==> src/rtl/multi_button_debouncer.sv <==
// Multi-channel push-button debouncer: 2-flop synchroniser, per-channel
// 4-state FSM with a tick counter, and a registered level, rise/fall pulses
// and a per-channel press-toggle. All logic is on the rising edge of CLK.
module multi_button_debouncer #(
  parameter int                     CHANNELS     = 5,
  parameter int                     STABLE_TICKS = 8,
  parameter int                     COUNT_WIDTH  = 5,
  parameter logic [CHANNELS-1:0]    TOGGLE_MASK  = {CHANNELS{1'b1}}
) (
  input  logic                CLK,
  input  logic                RESET,
  input  logic                DIV_CLK,
  input  logic [CHANNELS-1:0] IN,
  output logic [CHANNELS-1:0] OUT,
  output logic [CHANNELS-1:0] LEVEL,
  output logic [CHANNELS-1:0] RISE,
  output logic [CHANNELS-1:0] FALL
);

  typedef enum logic [1:0] {
    STABLE_LOW  = 2'd0,
    COUNT_HIGH  = 2'd1,
    STABLE_HIGH = 2'd2,
    COUNT_LOW   = 2'd3
  } state_t;

  // Count value on which the final tick accepts the new level.
  localparam logic [COUNT_WIDTH-1:0] LAST_CNT = COUNT_WIDTH'(STABLE_TICKS - 1);

  state_t                 state_q [CHANNELS];
  state_t                 state_d [CHANNELS];
  logic [COUNT_WIDTH-1:0] cnt_q   [CHANNELS];
  logic [COUNT_WIDTH-1:0] cnt_d   [CHANNELS];

  logic [CHANNELS-1:0] sync1_q, sync2_q;
  logic [CHANNELS-1:0] level_q, level_d;
  logic [CHANNELS-1:0] rise_q,  rise_d;
  logic [CHANNELS-1:0] fall_q,  fall_d;
  logic [CHANNELS-1:0] tog_q,   tog_d;

  // Next-state logic: qualify a level change over STABLE_TICKS ticks, any revert aborts.
  always_comb begin
    level_d = level_q;
    tog_d   = tog_q;
    rise_d  = '0;
    fall_d  = '0;
    for (int i = 0; i < CHANNELS; i++) begin
      state_d[i] = state_q[i];
      cnt_d[i]   = cnt_q[i];
      case (state_q[i])
        STABLE_LOW: begin
          cnt_d[i] = '0;
          if (sync2_q[i]) state_d[i] = COUNT_HIGH;
        end
        COUNT_HIGH: begin
          if (!sync2_q[i]) begin
            // Revert wins even when it coincides with a tick.
            state_d[i] = STABLE_LOW;
            cnt_d[i]   = '0;
          end else if (DIV_CLK) begin
            if (cnt_q[i] == LAST_CNT) begin
              state_d[i] = STABLE_HIGH;
              cnt_d[i]   = '0;
              level_d[i] = 1'b1;
              rise_d[i]  = 1'b1;
              tog_d[i]   = ~tog_q[i];
            end else begin
              cnt_d[i] = cnt_q[i] + COUNT_WIDTH'(1);
            end
          end
        end
        STABLE_HIGH: begin
          cnt_d[i] = '0;
          if (!sync2_q[i]) state_d[i] = COUNT_LOW;
        end
        COUNT_LOW: begin
          if (sync2_q[i]) begin
            state_d[i] = STABLE_HIGH;
            cnt_d[i]   = '0;
          end else if (DIV_CLK) begin
            if (cnt_q[i] == LAST_CNT) begin
              state_d[i] = STABLE_LOW;
              cnt_d[i]   = '0;
              level_d[i] = 1'b0;
              fall_d[i]  = 1'b1;
            end else begin
              cnt_d[i] = cnt_q[i] + COUNT_WIDTH'(1);
            end
          end
        end
        default: begin
          state_d[i] = STABLE_LOW;
          cnt_d[i]   = '0;
        end
      endcase
    end
  end

  // State, synchroniser and output registers; reset overrides everything.
  always_ff @(posedge CLK) begin
    if (RESET) begin
      sync1_q <= '0;
      sync2_q <= '0;
      level_q <= '0;
      rise_q  <= '0;
      fall_q  <= '0;
      tog_q   <= '0;
      for (int i = 0; i < CHANNELS; i++) begin
        state_q[i] <= STABLE_LOW;
        cnt_q[i]   <= '0;
      end
    end else begin
      sync1_q <= IN;
      sync2_q <= sync1_q;
      level_q <= level_d;
      rise_q  <= rise_d;
      fall_q  <= fall_d;
      tog_q   <= tog_d;
      for (int i = 0; i < CHANNELS; i++) begin
        state_q[i] <= state_d[i];
        cnt_q[i]   <= cnt_d[i];
      end
    end
  end

  assign LEVEL = level_q;
  assign RISE  = rise_q;
  assign FALL  = fall_q;
  // Static mode select per channel: toggle bit or debounced level.
  assign OUT   = (tog_q & TOGGLE_MASK) | (level_q & ~TOGGLE_MASK);

endmodule

==> config.mk <==
export PLATFORM = sky130hd
export DESIGN_NAME = multi_button_debouncer
export DESIGN_NICKNAME = d
export VERILOG_FILES = /design/src/rtl/multi_button_debouncer.sv
export SDC_FILE = /design/constraint.sdc
export NUM_CORES = 1
export LEC_CHECK = 0
export ABC_AREA = 0
export CAP_MARGIN = 30
export CORE_ASPECT_RATIO = 0.8
export CORE_UTILIZATION = 49
export CTS_CLUSTER_DIAMETER = 60
export CTS_CLUSTER_SIZE = 16
export DETAILED_ROUTE_END_ITERATION = 16
export PLACE_DENSITY = 0.7
export SETUP_SLACK_MARGIN = 0.5
export SLEW_MARGIN = 20
export SYNTH_ARGS = -nofsm -noshare
export SYNTH_HDL_FRONTEND = slang
export SYNTH_SLANG_ARGS = --single-unit
==> constraint.sdc <==
create_clock -name CLK -period 1.76 [get_ports CLK]
set_input_delay 0.352 -clock CLK [delete_from_list [all_inputs] [get_ports CLK]]
set_output_delay 0.352 -clock CLK [all_outputs]
set_load 0.02 [all_outputs]
==> results.json <==
{
  "result_of_the_run": "complete, no violations",
  "ff_latch_area_um2": 1359,
  "post_synth_instance_area_um2": 2999,
  "worstPathCellList": "inv_4, ha_4, nor2b_4, o21a_1, or4b_1, a21oi_2",
  "global_route_total_usage_across_every_layer_pct": 22.44,
  "worst_setup_path_end_kind": "flop",
  "synth.ff_latch_count": 65,
  "port_buffers": 27,
  "worst_ep_required_time_ns": 2.02,
  "relative_contribution_of_sequential_cells_to_total_power_pct": 47.9,
  "chipHeight_um": 71.98,
  "fin_worst_skew_ns": 0.008425,
  "globalRoute.totalOverflow": 0,
  "report.final.setup_viol": 0,
  "maxCapViolCount": 0,
  "netlist_instances": 329,
  "ant_nets": 0,
  "switching_share_pct": 26.05,
  "grt_pass1_vias": 2450,
  "synth.yosys.seq_area_share_pct": 43.39,
  "hold_path_class": "flop to flop",
  "critical-path-slowest-cell": "or4b_1",
  "hold_viol_final": 0,
  "postCtsHoldBufs": 0,
  "p_int_mw": 2.414,
  "layout.cells.most_common": "dfxtp_1",
  "routability_congestion_estimate_from_global_placement": 0.8742,
  "critical_path_class": "flop to flop",
  "crit_fanout": 4,
  "async_flop_share_pct": 0,
  "cts_tree": "built",
  "data_arrival_time_of_the_critical_path_ns": 1.89,
  "clock_sink_count": 65,
  "syn_to_final_growth_pct": 51.27,
  "clk_pin_slew_ns": 0.07,
  "cpPeakStageDelay_ns": 0.53,
  "syn-num-nets": 358,
  "wirelength_mm": 7.365,
  "worst_skew_pair.late_latency_ns": 0.34,
  "post-route-drc-count": 0,
  "detail_route.iter0.violations": 111,
  "num_vias": 2657,
  "antenna_violations_before_repair": 0,
  "cellPowerDensity_nw_per_um2": 719.4,
  "io-pin-count": 28,
  "core_region_area_um2": 5912,
  "startpoint_type": "flop",
  "die_w_um": 89.47,
  "setup.reg_to_reg.worst_slack_ns": 0.13,
  "placed_area_um2": 3690,
  "initial_cell_density_of_the_core_pct": 50.73,
  "netSwitchingPower_uw": 850.2,
  "detailedRoute.firstPassIterationCount": 4,
  "design.die.area_um2": 6440,
  "synth_area_per_cell_um2": 9.116,
  "max_clock_freq_mhz": 612.7,
  "synth.lib_cells_used.distinct": 47,
  "power_frac_comb_pct": 16.6,
  "fin_area_um2": 4537,
  "fill_cells": 376,
  "mostFrequentLayoutCells": "45 x dfxtp_1, 35 x buf_4, 25 x nor2_1",
  "totalPowerFinal_mw": 3.264,
  "timing_max_transition_violations_final": 0,
  "vdd_drop_max_uv": 627.2,
  "grt_first_pass_wirelength_mm": 11.01,
  "maxSlewHeadroom_pct": 74.43,
  "synth_enable_flop_cells": 0,
  "cts_root_buf": "clkbuf_8",
  "multiInputGateArea_um2": 2192,
  "synth_flop_cell": "dfxtp_1",
  "synthesis.yosys.warnings": 0,
  "timing.final.crit_period_ns": 1.632,
  "cts-root-to-sink-buffers": 2,
  "fp-row-count": 25,
  "post-dp-hpwl_mm": 4.171,
  "routedWlPerCell_um": 15.00,
  "power_leakage_nw": 1.673,
  "final.period_utilization_pct": 92.73,
  "cts.htree.levels": 3,
  "rr_worst_depth": 6,
  "diodes": 0,
  "avgViaCountPerCell": 5.411,
  "clkPwrFrac_pct": 35.5,
  "rsz0062_at_grt": "yes",
  "worst-slew-pin-transition_ns": 0.3830,
  "num_cts_buffers": 9,
  "grt_start_max_net_pins": 16,
  "drive_above_1_share_pct": 47.56,
  "num-nets-final": 435
}
-- routing by layer --
layer / share of wire (%) / track usage, %
met3: 3.7 / 5.802
met2: 50 / 35.37
met4: 1.5 / 9.524
met5: 0 / 0
met1: 45 / 29.20
-- cell type report --
cell class                 instances  share of cell area, %
multi-input combinational        239                  48.32
sequential                        65                  29.95
timing repair buffer              78                  14.26
clock buffer                      15                  3.889
tap                               81                  2.234
inverter                          13                  1.351
-- cells in the mapped netlist, types with 7 or more instances --
master,count,area share [%]
dfxtp_1,65,43
nor2_1,34,4.3
nand2_1,24,3.0
ha_1,21,8.8
nor2b_1,20,4.2
nor3_1,18,3.0
a21oi_1,17,2.8
xor2_1,16,4.7
inv_1,13,1.6
nand4_1,13,2.7
o21ai_0,8,1.3
clkbuf_1,7,0.88
nand2b_1,7,1.5
-- what timing repair did --
action,4_1_cts,5_1_grt
gates resized for setup,136,66
pin swaps,27,33
setup endpoints to repair,70,52
setup buffers,15,15
-- worst min path at each step --
stage / cells past startpoint / endpoint / slack [ns] / from
5_1_grt: 1 / sync2_q[4] / 0.46 / sync1_q[4]
4_1_cts: 1 / sync2_q[0] / 0.44 / sync1_q[0]
2_1_floorplan: 1 / sync2_q[0] / 0.41 / sync1_q[0]
6_report: 1 / sync2_q[1] / 0.43 / sync1_q[1]
3_3_place_gp: 1 / sync2_q[4] / 0.42 / sync1_q[4]
3_5_place_dp: 1 / sync2_q[0] / 0.43 / sync1_q[0]
-- critical path, delay by kind of cell, from the launching register on --
kind,cells,cell delay [ns]
AO/OA/AOI/OAI,2,0.33
flip-flops,1,0.38
adder cells (fa/ha/maj),1,0.16
AND/OR/NAND/NOR,2,0.65
buffers and inverters,1,0.04
-- power by group through the flow --
stage               logic, mW  registers [mW]  clock network [mW]
global placement        0.318            1.59                   0
global route            0.582            1.57                1.24
detailed placement      0.323            1.59                   0
finish                  0.541            1.56                1.16
floorplan               0.245            1.58                   0
CTS                     0.385            1.57                1.19
-- cell families after synthesis --
logic type | synth area share, %
simple gates | 23.90
flops | 43.39
compound gates | 11.47
buf+inv | 3.296
xor+xnor | 6.425
fa+ha+maj | 8.761
mux | 2.753
-- metrics by stage --
step,hold slack (ns),instances,setup slack (ns),util [%],TNS [ns]
6_report,0.4333,491,0.1280,76.74,0
3_3_place_gp,0.4209,446,-0.1516,62.41,-1.097
5_1_grt,0.4650,491,0.07149,76.74,0
3_5_place_dp,0.4262,446,-0.1807,62.41,-1.836
4_1_cts,0.4354,476,0.1779,69.90,0
2_1_floorplan,0.4138,329,0.2344,-,0
-- flip-flops by register name (all words and copies together) (netlist names), named ones only --
register,cells
cnt_q,25
sync2_q,5
state_q,5
RISE,5
FALL,5
LEVEL,5
OUT,5
sync1_q,5
Power figures use the tool's default switching activity.
